**config.mk**
```make
export PLATFORM = sky130hd
export DESIGN_NAME = tv_in_fetch
export DESIGN_NICKNAME = d
export VERILOG_FILES = /design/src/rtl/tv_in_fetch.sv
export SDC_FILE = /design/constraint.sdc
export NUM_CORES = 1
export LEC_CHECK = 0
export CAP_MARGIN = 40
export CORE_UTILIZATION = 57
export DETAILED_ROUTE_END_ITERATION = 8
export GPL_ROUTABILITY_DRIVEN = 0
export PLACE_DENSITY = 0.79
export SYNTH_ARGS = -nofsm -noshare
export SYNTH_HDL_FRONTEND = slang
export SYNTH_SLANG_ARGS = --single-unit
export TNS_END_PERCENT = 100
```
**constraint.sdc**
```tcl
create_clock -name i_clk -period 3.4 [get_ports i_clk]
set_input_delay 0.51 -clock i_clk [delete_from_list [all_inputs] [get_ports i_clk]]
set_output_delay 0.51 -clock i_clk [all_outputs]
set_load 0.005 [all_outputs]
```
**src/rtl/tv_in_fetch.sv**
```systemverilog
// tv_in_fetch: fetches 32-bit words over an AXI4-Lite read master and
// serialises them little-endian into a first-word-fall-through byte FIFO.
module tv_in_fetch #(
    parameter int M_AXI_ADDR_WIDTH = 32,
    parameter int M_AXI_DATA_WIDTH = 32,
    parameter int REQ_DEPTH        = 4,
    parameter int BYTE_FIFO_DEPTH  = 16
) (
    input  logic                        i_clk,
    input  logic                        i_rst,
    input  logic [M_AXI_ADDR_WIDTH-1:0] TV_REQ_ADDR,
    input  logic                        TV_REQ_WR_EN,
    output logic                        TV_REQ_READY,
    output logic [7:0]                  TV_IN_DATA,
    input  logic                        TV_IN_FIFO_RD_EN,
    output logic                        TV_IN_FIFO_NOT_EMPTY,
    output logic [M_AXI_ADDR_WIDTH-1:0] m_axi_araddr,
    output logic [2:0]                  m_axi_arprot,
    output logic                        m_axi_arvalid,
    input  logic                        m_axi_arready,
    input  logic [M_AXI_DATA_WIDTH-1:0] m_axi_rdata,
    input  logic [1:0]                  m_axi_rresp,
    input  logic                        m_axi_rvalid,
    output logic                        m_axi_rready,
    output logic                        o_rd_error,
    output logic                        o_req_overflow
);
    localparam int RA = $clog2(REQ_DEPTH);
    localparam int BA = $clog2(BYTE_FIFO_DEPTH);
    localparam logic [RA+1:0] REQ_LIM  = (RA+2)'(REQ_DEPTH);
    localparam logic [RA:0]   REQ_FULL = (RA+1)'(REQ_DEPTH);
    localparam logic [BA:0]   FIFO_LIM = (BA+1)'(BYTE_FIFO_DEPTH - 4);
    localparam logic [RA-1:0] R_ONE    = (RA)'(1);
    localparam logic [RA:0]   RC_ONE   = (RA+1)'(1);
    localparam logic [BA-1:0] B_ONE    = (BA)'(1);
    localparam logic [BA:0]   BC_ONE   = (BA+1)'(1);

    generate
        if (M_AXI_DATA_WIDTH != 32 || REQ_DEPTH < 2 || BYTE_FIFO_DEPTH < 8 ||
            (REQ_DEPTH & (REQ_DEPTH - 1)) != 0 ||
            (BYTE_FIFO_DEPTH & (BYTE_FIFO_DEPTH - 1)) != 0) begin : g_bad_cfg
            $error("tv_in_fetch: unsupported parameter set");
        end
    endgenerate

    typedef enum logic [1:0] {S_IDLE, S_ADDR, S_DATA, S_PUSH} state_t;

    state_t                      state_q, state_d;
    logic [M_AXI_ADDR_WIDTH-1:0] req_mem_q [REQ_DEPTH];
    logic [M_AXI_ADDR_WIDTH-1:0] req_mem_d [REQ_DEPTH];
    logic [RA-1:0]               req_wr_q, req_wr_d, req_rd_q, req_rd_d;
    logic [RA:0]                 req_cnt_q, req_cnt_d;
    logic [7:0]                  fifo_mem_q [BYTE_FIFO_DEPTH];
    logic [7:0]                  fifo_mem_d [BYTE_FIFO_DEPTH];
    logic [BA-1:0]               f_wr_q, f_wr_d, f_rd_q, f_rd_d;
    logic [BA:0]                 f_cnt_q, f_cnt_d;
    logic [M_AXI_ADDR_WIDTH-1:0] araddr_q, araddr_d;
    logic                        arvalid_q, arvalid_d;
    logic                        rready_q, rready_d;
    logic [31:0]                 word_q, word_d;
    logic [1:0]                  byte_q, byte_d;
    logic                        rd_err_q, rd_err_d;
    logic                        ovf_q, ovf_d;
    logic                        req_push, req_pop, f_push, f_pop;
    logic [7:0]                  push_byte;
    logic [M_AXI_ADDR_WIDTH-1:0] req_aligned;
    logic                        unused_addr_bits;

    assign unused_addr_bits = ^TV_REQ_ADDR[1:0];
    assign req_aligned = {TV_REQ_ADDR[M_AXI_ADDR_WIDTH-1:2], 2'b00};

    // Pops are not credited here so a one-cycle-late requester never overruns.
    assign TV_REQ_READY = !i_rst &&
        (({1'b0, req_cnt_q} + {{(RA+1){1'b0}}, TV_REQ_WR_EN}) < REQ_LIM);

    assign TV_IN_FIFO_NOT_EMPTY = (f_cnt_q != '0);
    assign TV_IN_DATA    = TV_IN_FIFO_NOT_EMPTY ? fifo_mem_q[f_rd_q] : 8'h00;
    assign m_axi_araddr  = araddr_q;
    assign m_axi_arprot  = 3'b000;
    assign m_axi_arvalid = arvalid_q;
    assign m_axi_rready  = rready_q;
    assign o_rd_error    = rd_err_q;
    assign o_req_overflow = ovf_q;

    always_comb begin
        state_d   = state_q;
        araddr_d  = araddr_q;
        arvalid_d = arvalid_q;
        rready_d  = rready_q;
        word_d    = word_q;
        byte_d    = byte_q;
        rd_err_d  = rd_err_q;
        ovf_d     = ovf_q;
        req_pop   = 1'b0;
        f_push    = 1'b0;
        push_byte = 8'h00;

        req_push = TV_REQ_WR_EN && (req_cnt_q != REQ_FULL);
        if (TV_REQ_WR_EN && (req_cnt_q == REQ_FULL)) ovf_d = 1'b1;

        unique case (state_q)
            S_IDLE: begin
                // Reserve a whole word of FIFO space before issuing the read.
                if (req_cnt_q != '0 && f_cnt_q <= FIFO_LIM) begin
                    req_pop   = 1'b1;
                    araddr_d  = req_mem_q[req_rd_q];
                    arvalid_d = 1'b1;
                    state_d   = S_ADDR;
                end
            end
            S_ADDR: begin
                if (arvalid_q && m_axi_arready) begin
                    arvalid_d = 1'b0;
                    rready_d  = 1'b1;
                    state_d   = S_DATA;
                end
            end
            S_DATA: begin
                if (m_axi_rvalid && rready_q) begin
                    rready_d = 1'b0;
                    word_d   = m_axi_rdata[31:0];
                    byte_d   = 2'd0;
                    if (m_axi_rresp != 2'b00) rd_err_d = 1'b1;
                    state_d  = S_PUSH;
                end
            end
            S_PUSH: begin
                f_push    = 1'b1;
                push_byte = word_q[{byte_q, 3'b000} +: 8];
                byte_d    = byte_q + 2'd1;
                if (byte_q == 2'd3) state_d = S_IDLE;
            end
            default: state_d = S_IDLE;
        endcase

        req_mem_d = req_mem_q;
        req_wr_d  = req_wr_q;
        req_rd_d  = req_rd_q;
        req_cnt_d = req_cnt_q;
        if (req_push) begin
            req_mem_d[req_wr_q] = req_aligned;
            req_wr_d = req_wr_q + R_ONE;
        end
        if (req_pop) req_rd_d = req_rd_q + R_ONE;
        if (req_push && !req_pop) req_cnt_d = req_cnt_q + RC_ONE;
        if (!req_push && req_pop) req_cnt_d = req_cnt_q - RC_ONE;

        f_pop      = TV_IN_FIFO_RD_EN && TV_IN_FIFO_NOT_EMPTY;
        fifo_mem_d = fifo_mem_q;
        f_wr_d     = f_wr_q;
        f_rd_d     = f_rd_q;
        f_cnt_d    = f_cnt_q;
        if (f_push) begin
            fifo_mem_d[f_wr_q] = push_byte;
            f_wr_d = f_wr_q + B_ONE;
        end
        if (f_pop) f_rd_d = f_rd_q + B_ONE;
        if (f_push && !f_pop) f_cnt_d = f_cnt_q + BC_ONE;
        if (!f_push && f_pop) f_cnt_d = f_cnt_q - BC_ONE;
    end

    always_ff @(posedge i_clk) begin
        if (i_rst) begin
            state_q   <= S_IDLE;
            req_wr_q  <= '0;
            req_rd_q  <= '0;
            req_cnt_q <= '0;
            f_wr_q    <= '0;
            f_rd_q    <= '0;
            f_cnt_q   <= '0;
            araddr_q  <= '0;
            arvalid_q <= 1'b0;
            rready_q  <= 1'b0;
            word_q    <= '0;
            byte_q    <= 2'd0;
            rd_err_q  <= 1'b0;
            ovf_q     <= 1'b0;
        end else begin
            state_q   <= state_d;
            req_wr_q  <= req_wr_d;
            req_rd_q  <= req_rd_d;
            req_cnt_q <= req_cnt_d;
            f_wr_q    <= f_wr_d;
            f_rd_q    <= f_rd_d;
            f_cnt_q   <= f_cnt_d;
            araddr_q  <= araddr_d;
            arvalid_q <= arvalid_d;
            rready_q  <= rready_d;
            word_q    <= word_d;
            byte_q    <= byte_d;
            rd_err_q  <= rd_err_d;
            ovf_q     <= ovf_d;
        end
        req_mem_q  <= req_mem_d;
        fifo_mem_q <= fifo_mem_d;
    end

endmodule

```
== Yosys cells after proc, flatten, opt, wreduce, memory -nomap -nowiden ==
Index checks and enable logic that the tools add are counted.
Operators by class
  add/subtract/negate cells: 10
  magnitude comparators: 8
  equal/unequal tests: 10
  shift operators: 1
  mux-type cells: 34
  bitwise logic cells: 4
  reductions and logical operators: 34
Operators by type and width (count)
  $bwmux W128: 2
  $mux W32: 3
  $bmux W32 S2: 1
  $demux W32 S2: 1
  $mux W8: 5
  $bmux W8 S4: 1
  $demux W8 S4: 1
  $shiftx A32 B6 Y8: 1
  $logic_and A1 B1 Y1: 13
  $reduce_bool A2 Y1: 6
  $ge A5 B5 Y1 const B: 2
  $mux W2: 5
  $mux W5: 2
  $not A4 Y5: 2
  $reduce_and A3 Y1: 3
  $add A4 B1 Y4 const B: 2
  $ne A2 B2 Y1 const B: 4
  $pmux W2 S4: 1
  $mux W1: 7
  $add A2 B1 Y2 const B: 3
  $eq A2 B2 Y1 const B: 3
  $ge A3 B3 Y1 const B: 2
  $mux W3: 2
  $not A2 Y3: 2
  other kinds (20): 27
Word-level totals
  flip-flop bits (word level): 348
  output and inout bits: 49
  logic and storage cells: 135

== Logic depth before layout (Yosys ltp) ==
Gate-level depths: netlist of run 1.
  depth in word-level cells: 8
  gate-level depth with buffers: 12
  mapped depth without buffers: 11

== Worst setup path after synthesis of run 1 ==
No wires, ideal clock.
  path type: flip-flop to flip-flop
  start: register f_cnt_q[1]
  end: register f_cnt_q[4]
  data arrival time: 2715 ps
  data required time: 3336 ps
  slack: 621 ps
  stages on the path, launching flop included: 13
  period minus slack after synthesis: 2779 ps
  cells stage by stage: dfxtp_1 buf_6 or4_4 o21ai_4 inv_1 ha_1 clkbuf_1 xor2_1 ha_1 o21ai_0 or3_1 a2111o_1 nand4_1
On the way
  word-level cells in the longest chain between the ends: 5
  elaborated cells on any way between the ends: 10
  those cells by class: 2 x add/sub; 2 x mux; 6 x reduce/logical
RTL lines
  start: declaration: RTL line 56  | logic [BA:0] f_cnt_q, f_cnt_d;
  start signal: assignment: RTL line 185  | f_cnt_q <= f_cnt_d;
  $reduce_bool A5 Y1 *: RTL line 76  | assign TV_IN_FIFO_NOT_EMPTY = (f_cnt_q != '0);
  $logic_and A1 B1 Y1 *: RTL line 148  | f_pop = TV_IN_FIFO_RD_EN && TV_IN_FIFO_NOT_EMPTY;
  named net f_pop: RTL line 64  | logic req_push, req_pop, f_push, f_pop;
  $logic_not A1 Y1: RTL line 158  | if (f_push && !f_pop) f_cnt_d = f_cnt_q + BC_ONE;
  $logic_and A1 B1 Y1: RTL line 158
  $reduce_bool A2 Y1 (no line)
Mark *: on every way through the listed nets, which the timed path passes. The rest lies on a longest branch. The select of a mux whose other input is x is not followed.
A chain may end at the register's enable or synchronous reset.

== Final worst setup path of run 1 ==
  start: register f_rd_q[1]
  end: output TV_IN_DATA[5]
On the way
  word-level cells in the longest chain between the ends: 5
RTL lines
  start: declaration: RTL line 55  | logic [BA-1:0] f_wr_q, f_wr_d, f_rd_q, f_rd_d;
  start signal: assignment: RTL line 184  | f_rd_q <= f_rd_d;
  $not A4 Y5 (implied by the code): RTL line 77  | assign TV_IN_DATA = TV_IN_FIFO_NOT_EMPTY ? fifo_mem_q[f_rd_q] : 8'h00;
  $bmux W8 S4: RTL line 77
  $mux W8 (implied by the code) (2 in series): RTL line 77
  $mux W8: RTL line 77
  end: declaration: RTL line 14  | output logic [7:0] TV_IN_DATA,
Every way passes these cells. The select of a mux whose other input is x is not followed.

==> impl_summary.md, run 1 <==
Min path
The capture endpoint of the worst hold path is o_rd_error. The worst hold path begins at o_rd_error. In this run the worst hold path is classified as reg2reg. Along the worst hold path, the cell count comes to 2.

Worst setup path
Measured in cells, the most critical reg-to-reg path has a length of 9. At the worst endpoint, the required time is 2.89 ns. The path type of the worst setup path is reg2out. The worst register-to-register path begins at f_cnt_q[1]. STA puts the critical path data arrival time at 2.75 ns. The endpoint identified for the worst register-to-register timing path is f_cnt_q[4]. Of all nets on the critical path, the largest fanout is 16. STA classifies the critical path endpoint as a primary output.

STA classifies the critical path startpoint as a flip-flop. The setup slack of the most critical reg-to-reg path is 0.48 ns.

Route
The post-detailed-route count of antenna-violating nets is 0. The highest routing layer actually used is met4. The number of DRC markers after the initial detailed-route iteration is 454. Dividing the detail-routed wire length by the instance count gives 19.3 um. Wires add up to 25200 um. The number of DRC violations after detailed routing is 0. For this block, the via count after detailed routing is 7310. The via density per instance is 5.61. The number of detailed-route iterations in the first pass is 5.

The routed wire length on met3 is 1340 um. In the detailed route, the total length drawn on met2 is 13000 um. The routed metal-1 wirelength is 10400 um.

Yosys
In the synthesized netlist the async set-or-reset flop fraction comes to 0%. Counting flops with a built-in enable in the synthesized netlist gives 248. The Yosys step of the flow raised 0 warnings. The biggest area consumer among synthesized cells is sky130_fd_sc_hd__edfxtp_1. The number of synthesized register bits is 338.

Among all cell types in the netlist, the one instantiated most often is sky130_fd_sc_hd__edfxtp_1. The area of the mapped netlist is 0.0135 mm2. The number of distinct standard cells referenced by the synthesized netlist is 54. Sequential cells were found to cover 68.4% of the synthesized design area. The cell count after synthesis is 839. The predominant post-synthesis flop cell is sky130_fd_sc_hd__edfxtp_1.

Of the post-synthesis cell area, the dominant cell type holds 55.1%. Ranked by total cell area, the synthesized netlist is headed by sky130_fd_sc_hd__edfxtp_1 (55%), sky130_fd_sc_hd__dfxtp_1 (13%), sky130_fd_sc_hd__mux4_2 (9.7%). A synthesized cell averages 16.1 um2. After synthesis, the most frequently instantiated cells are sky130_fd_sc_hd__edfxtp_1 (248), sky130_fd_sc_hd__dfxtp_1 (90), sky130_fd_sc_hd__nand2_1 (74).

Flow run
The tool flagged a number of max-cap violations equal to 0.

Final layout
In the final layout, flip-flops and latches occupy 0.00925 mm2. The net count of the finished layout is 1051. The layout has 1573 filler cells.

Compared with the post-synthesis result, the final layout area differs by 18.5%. Summing all multi-input logic gate instances after layout gives 0.00393 mm2. The post-route cell area is 0.0160 mm2. Of the cells placed in the final design, the portion with a size suffix greater than 1 is 13.7%. 0 antenna diodes ended up in the layout. The final core utilization is 68.5%.

Pwr
IR analysis of the VDD net gives a maximum drop of 0.526 mV. The total power is 0.0110 W. The leakage dissipation is 5.42 nW. Combinational logic is responsible for 22.2% of the overall power. The net load switching power is 0.00286 W. The portion of total power attributed to sequential cells is 45.8%.

Power spread over the standard cell area amounts to 685 mW/mm2. The clock network fraction of design power is 32.1%. The internal power is 0.00812 W. In this run switching power makes up 26.0% of total power.

STA
The number of max-slew violations in the final report is 0. The aggregate negative setup slack is 0 ns. The measured slew at the worst slew-check pin is 0.756 ns. The post-route fraction of the period consumed by the critical path is 95.9%. Derived from the worst setup path, the maximum achievable clock frequency is 0.307 GHz. For the finished layout, the period the worst path requires is 3.26 ns. Setup repair after global routing left no endpoint under its margin.

On the final layout, the worst clock skew is 0.0197 ns. The setup slack of the critical path after layout is 0.140 ns. The hold violation count in the final report is 0. The setup violation total in the final timing report is 0. The headroom to the max-slew limit is 49.5%.

Global routing
The via count of the first global-routing pass is 7479. The global-route usage over all layers is 21.5%. The initial antenna violation count was 0. The first-pass GRT wire length is 39800 um. The total grt overflow is 0. The maximum number of pins on one net before global-route repair is 73.

Clocking
After clock tree synthesis, the flow added hold-fix buffers numbering 0. The cell at the root of the clock tree is sky130_fd_sc_hd__clkbuf_16. After clock tree synthesis, the clock-pin slew on the worst setup and hold paths is 0.06 ns.

The clock net in this run drives a total of 338 sinks. The number of setup buffers added after CTS is 0. The maximum root-to-sink buffer count is 3.

The clock latency on the worst-skew pair is 0.51 ns. The depth of the CTS H-tree is 2. Counting the buffers created by CTS gives 34. The clock tree from TritonCTS is yes.

Floorplan
The die covers 0.0243 mm2. Once the floorplan was initialized, standard cells occupied 57.8% of the core. The core area is 0.0234 mm2. The number of ports placed on the die boundary is 121.

The number of cell rows is 56. In this run the horizontal extent of the chip is 156 um. The die boundary height is 156 um.

Place
The instance area after placement is 0.0149 mm2. The minimum setup slack after placement is 0.397 ns. The number of input and output port buffers inserted is 113. The detailed placer's ending HPWL is 15600 um.

Outcome
The run finished with clean final reports.
-- critical path, stage by stage (launching register included) --
cell and delay, ns:
sky130_fd_sc_hd__dfxtp_2 0.42, sky130_fd_sc_hd__buf_12 0.19, sky130_fd_sc_hd__mux4_2 0.51, sky130_fd_sc_hd__nor2b_1 0.14, sky130_fd_sc_hd__a211oi_1 0.33, sky130_fd_sc_hd__a211oi_1 0.13, sky130_fd_sc_hd__clkdlybuf4s50_1 0.51
-- metrics by stage --
| stage | instances | hold slack (ns) |
|---|---|---|
| 6_report | 1303 | 0.450 |
| 3_3_place_gp | 1239 | 0.434 |
| 4_1_cts | 1303 | 0.452 |
| 3_5_place_dp | 1240 | 0.445 |
| 5_1_grt | 1303 | 0.476 |
| 2_1_floorplan | 843 | 0.433 |
-- power groups by stage --
stage / clock network [W] / registers (W) / logic [W]
finish: 0.00352 / 0.00503 / 0.00243
global route: 0.00374 / 0.00507 / 0.00266
CTS: 0.00358 / 0.00503 / 0.00247
detailed placement: 0 / 0.00510 / 0.00243
global placement: 0 / 0.00509 / 0.00237
floorplan: 0 / 0.00505 / 0.00156
-- what timing repair did --
item,4_1_cts,5_1_grt
gates resized for setup,1,1
gates cloned,1,0
setup endpoints to repair,1,1
-- cell usage in the layout (no fill, tap or decap), types with 16 or more instances in the layout --
master | synthesis | routed
sky130_fd_sc_hd__edfxtp_1 | 248 | 248
sky130_fd_sc_hd__clkdlybuf4s50_1 | 0 | 112
sky130_fd_sc_hd__dfxtp_1 | 90 | 88
sky130_fd_sc_hd__nand2_1 | 74 | 74
sky130_fd_sc_hd__mux4_2 | 58 | 58
sky130_fd_sc_hd__nor2_1 | 54 | 54
sky130_fd_sc_hd__mux2i_1 | 43 | 43
sky130_fd_sc_hd__a21oi_1 | 38 | 38
sky130_fd_sc_hd__clkbuf_16 | 0 | 34
sky130_fd_sc_hd__and2_1 | 28 | 28
sky130_fd_sc_hd__ha_1 | 20 | 20
sky130_fd_sc_hd__inv_1 | 19 | 19
sky130_fd_sc_hd__buf_4 | 12 | 16
-- kinds of logic (layout without fill, tap and decap cells) --
logic type	after synthesis	count (layout)	synth area share (%)
AO/OA/AOI/OAI	84	84	4.03
XOR/XNOR	13	13	0.842
adder cells (fa/ha/maj)	21	21	2.00
buffers and inverters	72	213	2.71
flip-flops	338	338	68.4
multiplexers	113	113	15.2
other	1	5	0.0277
AND/OR/NAND/NOR	197	197	6.84
-- state kept, by name (all words and copies together), names as in the netlist, 3 cells and up --
name and flops:
word_q 32, req_cnt_q 3, f_cnt_q 5, f_rd_q 4
m_axi_araddr 30, fifo_mem_q 128, req_mem_q 120, f_wr_q 4
-- metal layers --
| metal | up-vias | global-route usage, % |
|---|---|---|
| met5 | - | 0 |
| met4 | 0 | 5.84 |
| met3 | 38 | 4.44 |
| met2 | 178 | 38.0 |
| met1 | 3676 | 26.9 |
| li1 | 3418 | - |
-- area by class of cell --
class,count,area share (%)
Timing Repair Buffer,132,8.28
Tap cell,319,2.49
Multi-Input combinational cell,433,24.5
Clock buffer,47,5.68
Clock inverter,15,0.867
Sequential cell,338,57.7
Inverter,19,0.445
-- how the worst max path moves through the flow --
stage                                 from             to  cells past startpoint
after floorplan                 f_cnt_q[1]     f_cnt_q[4]                     12
after global placement    TV_IN_FIFO_RD_EN     f_cnt_q[4]                     10
after detailed placement  TV_IN_FIFO_RD_EN     f_cnt_q[4]                     10
after CTS                        f_rd_q[1]  TV_IN_DATA[2]                      6
after global routing             f_rd_q[1]  TV_IN_DATA[5]                      6
final                            f_rd_q[1]  TV_IN_DATA[5]                      6
Power figures use the tool's default switching activity.
==> run 2: changes to the inputs <==
--- a/config.mk
+++ b/config.mk
@@ -5,10 +5,13 @@
 export SDC_FILE = /design/constraint.sdc
 export NUM_CORES = 1
 export LEC_CHECK = 0
+export ABC_AREA = 1
 export CAP_MARGIN = 40
+export CORE_ASPECT_RATIO = 0.7
 export CORE_UTILIZATION = 57
 export DETAILED_ROUTE_END_ITERATION = 8
 export GPL_ROUTABILITY_DRIVEN = 0
+export GPL_TIMING_DRIVEN = 0
 export PLACE_DENSITY = 0.79
 export SYNTH_ARGS = -nofsm -noshare
 export SYNTH_HDL_FRONTEND = slang
==> run 2 against run 1 <==
  * Final cell count grew 36%
  * Synthesized cell count grew 52%
  * Die area grew 0.89%
  * Non-clock buffer count grew 71
  * Setup slack lost 0.038 ns
  * Maximum frequency shrank 1.2%
  * Critical path depth grew 1
  * Via count grew 39%
  * Utilization grew 2.4 points
  * Sequential cell count is the same
  * Global-route usage grew 5.9 points
  * Hold slack lost 0.024 ns
==> impl_summary.md, run 2 <==
Outcome
The flow ran to the end, and the final reports show no timing, DRC or antenna violations.

Pwr
The net load switching power is 0.00425 W. The portion of total power attributed to sequential cells is 40.4%. The internal power is 0.00812 W. The clock network fraction of design power is 27.1%. Of the total power, combinational logic draws 32.6%. Power spread over the standard cell area amounts to 756 mW/mm2. For this design the static power due to leakage is 6.02 nW. VDD sags by at most 0.527 mV. The switching power as a share of total power is 34.3%.

The design draws 0.0124 W.

Global routing
The first global-routing pass estimated 52500 um of wire. The global-route usage over all layers is 27.4%. Entering global routing, the biggest net connects 28 pins. The initial antenna violation count is 0. The via count of the first global-routing pass is 9644. The total grt overflow is 0.

Route
The post-detailed-route count of antenna-violating nets is 0. The number of DRC violations after detailed routing is 0. The wire length per cell is 19.1 um. The number of detailed-route iterations in the first pass is 7. The total number of vias is 10197.

After detailed routing, the number of vias per cell comes to 5.74. For this block, the routed nets add up to 33900 um of wire. The number of DRC markers after the initial detailed-route iteration is 1267.

Final layout
The largest registers in the layout are fifo_mem_q (128), req_mem_q (120), word_q (32). 0 antenna diodes ended up in the layout. For this run, the post-layout net count is 1532. The final core utilization is 70.9%.

More flip-flops sit in one register than any other, and that register is fifo_mem_q. Compared with the post-synthesis result, the final layout area differs by 19.9%. The top cell types in the final layout, fill and taps aside, are sky130_fd_sc_hd__nand2_1 (264), sky130_fd_sc_hd__edfxtp_1 (248), sky130_fd_sc_hd__o21ai_0 (122), sky130_fd_sc_hd__nor2_1 (119), sky130_fd_sc_hd__clkdlybuf4s50_1 (112). With fillers left out, the area of the finished cells amounts to 0.0164 mm2. The count of fill cells added during filler insertion is 1580. The proportion of layout cells with a drive suffix above 1 is 8.61%. Leaving out fill and tap cells, the most frequent cell in the layout is sky130_fd_sc_hd__nand2_1.

The register with the most flip-flops in the layout has 128 of them.

Place
The instance area after placement is 0.0154 mm2. During placement, the flow inserted port buffers numbering 112. The detailed placer's ending HPWL is 23000 um.

Yosys
After synthesis the netlist holds a flip-flop and latch count of 338. Ranked by total cell area, the synthesized netlist is headed by sky130_fd_sc_hd__edfxtp_1 (55%), sky130_fd_sc_hd__dfxtp_1 (13%), sky130_fd_sc_hd__nand2_1 (7.3%). In this run the biggest area consumer among cell types represents 54.6% of the synthesized area. The number of warnings printed during yosys synthesis is 0.

The mean instance size in the synthesized netlist is 10.7 um2. For this run, the register share of the synthesized area comes to 67.8%. The biggest area contributor in the post-synthesis netlist is sky130_fd_sc_hd__edfxtp_1. Counting flops with a built-in enable in the synthesized netlist gives 248.

The area of the mapped netlist is 0.0136 mm2. Of all flip-flops after synthesis, the portion carrying an async set or reset was 0%. Sorting the synthesized cells by how often they occur yields sky130_fd_sc_hd__nand2_1 (264), sky130_fd_sc_hd__edfxtp_1 (248), sky130_fd_sc_hd__nor2_1 (123).

The predominant post-synthesis flop cell is sky130_fd_sc_hd__edfxtp_1. The most used standard cell by instance count after synthesis is sky130_fd_sc_hd__nand2_1. The number of distinct standard cells referenced by the synthesized netlist is 32.

The cell count after synthesis is 1277.

STA
Setup repair after global routing left no endpoint under its margin. Counting I/O delays and the setup requirement, the final critical path takes 3.30 ns. In the finished design, the share of the clock period the worst path needs comes to 97.0%. The aggregate negative setup slack is 0 ns. Setup violations remaining at the end of the flow were counted as 0. The timing-limited maximum frequency is 0.303 GHz.

The headroom to the max-slew limit is 39.1%. The number of max-slew violations in the final report is 0. At the pin with the least slew margin, the transition time is 0.910 ns. For the final database, setup skew stands at 0.00815 ns.

The hold violation count in the final report is 0. Hold timing on the final database bottoms out at a slack of 0.426 ns.

Flow run
The number of maximum-capacitance violations is 0.

Floorplan
Row generation in the floorplan step produced 46 rows. Measured along the x axis, the die boundary spans 187 um. 121 I/O pins were placed. The area enclosed by the die boundary is 0.0246 mm2. The core area is 0.0231 mm2.

For this configuration, the core starts out at a cell density of 59.1%. The die boundary height is 131 um.

Worst setup path
The arrival time at the worst endpoint is 2.79 ns. Measured in cells, the most critical reg-to-reg path has a length of 15. The beginning of the worst register-to-register path is state_q[0]. STA classifies the critical path startpoint as a flip-flop. In this run the worst path has a maximum fanout of 10. The reg-to-reg critical path endpoint is f_cnt_q[4]. Data on the critical path is required at its endpoint by 2.89 ns. The critical path endpoint category is a primary output. In this run the register-to-register setup slack is 0.70 ns.

The path type of the worst setup path is reg2out.

Min path
The source of the worst hold timing path is i_rst. The count of cells along the worst hold path is 3. The capture endpoint of the worst hold path is f_wr_q[2].

The worst hold path belongs to the class in2reg.

Clocking
CTS built an H-tree with a depth of 1. TritonCTS built the clock tree. The post-cts resize count is 0. At the later pin of the worst-skew pair, clock insertion delay measures 0.56 ns.

Clock-pin slew was measured on the worst setup and hold paths at 0.06 ns. CTS placed an instance of sky130_fd_sc_hd__clkbuf_16 at the clock tree root. The count of hold-fix buffers inserted at cts is 0. Once the clock tree was built, the setup fixing pass inserted 0 buffers.

Buffers inserted during clock tree synthesis total 31. Clock tree synthesis found a total of 338 sinks. In this run the deepest clock path goes through 3 buffers.
==> run 2: cell count changes in the layout (fill, tap and decap cells not counted), moves of 15 or more <==
cell,delta
sky130_fd_sc_hd__nand2_1,+190
sky130_fd_sc_hd__o21ai_0,+115
sky130_fd_sc_hd__nand3_1,+103
sky130_fd_sc_hd__nor2_1,+65
sky130_fd_sc_hd__a21oi_1,+63
sky130_fd_sc_hd__mux4_2,-58
sky130_fd_sc_hd__mux2i_1,-43
sky130_fd_sc_hd__inv_1,+41
sky130_fd_sc_hd__buf_2,+33
sky130_fd_sc_hd__o22ai_1,+30
sky130_fd_sc_hd__and2_1,-28
sky130_fd_sc_hd__clkbuf_1,+24
sky130_fd_sc_hd__a211oi_1,-15
==> run 2: logic make-up after synthesis <==
kind of cell | after synthesis | share of synthesized area (%)
simple gates | 503 | 15.1
flops | 338 | 67.8
compound gates | 265 | 10.2
buf+inv | 144 | 4.59
fa+ha+maj | 21 | 1.98
xor+xnor | 5 | 0.321
other cells | 1 | 0.0275
==> run 2: how the worst max path moves through the flow <==
stage | from | end | slack, ns
after global placement | TV_REQ_WR_EN | req_mem_q[8] | -0.47
after detailed placement | state_q[0] | f_cnt_q[4] | 0.74
after global routing | f_rd_q[0] | TV_IN_DATA[7] | 0.01
final | f_rd_q[2] | TV_IN_DATA[7] | 0.10
after CTS | f_rd_q[0] | TV_IN_DATA[7] | 0.20
after floorplan | TV_REQ_WR_EN | req_mem_q[100] | 1.07
==> run 2: critical path, cell delays in order (launching register included) <==
cell	delay [ns]
sky130_fd_sc_hd__dfxtp_1	0.30
sky130_fd_sc_hd__buf_2	0.25
sky130_fd_sc_hd__clkbuf_1	0.50
sky130_fd_sc_hd__nand3_1	0.30
sky130_fd_sc_hd__nand2_1	0.15
sky130_fd_sc_hd__nand2_1	0.06
sky130_fd_sc_hd__a21oi_1	0.14
sky130_fd_sc_hd__clkdlybuf4s50_1	0.52
==> run 2: power by group through the flow <==
stage,clock network [W],registers [W],logic [W]
floorplan,0,0.00503,0.00233
global placement,0,0.00506,0.00378
CTS,0.00335,0.00499,0.00397
detailed placement,0,0.00507,0.00393
finish,0.00335,0.00499,0.00403
global route,0.00352,0.00502,0.00442
==> run 2: per-layer routing <==
layer,wire length [um],vias up,track usage (%)
li1,-,4735,-
met1,14300,4836,40.9
met2,14800,572,40.3
met5,0,-,0
met3,4330,54,7.80
met4,558,0,5.33
==> run 2: cell type report <==
| cell class | instances | area, um2 | share of cell area [%] |
|---|---|---|---|
| Clock buffer | 44 | 896 | 5.48 |
| Clock inverter | 14 | 82.6 | 0.505 |
| Inverter | 66 | 248 | 1.52 |
| Multi-Input combinational cell | 799 | 3820 | 23.4 |
| Tap cell | 312 | 390 | 2.39 |
| Timing Repair Buffer | 125 | 1280 | 7.85 |
| Buffer | 78 | 379 | 2.32 |
| Sequential cell | 338 | 9250 | 56.6 |
==> run 2: per-stage QoR <==
stage	setup WS (ns)	std cells
finish	0.102	1776
global route	0.0122	1776
CTS	0.195	1775
detailed placement	0.741	1717
global placement	-0.472	1705
floorplan	1.07	1281
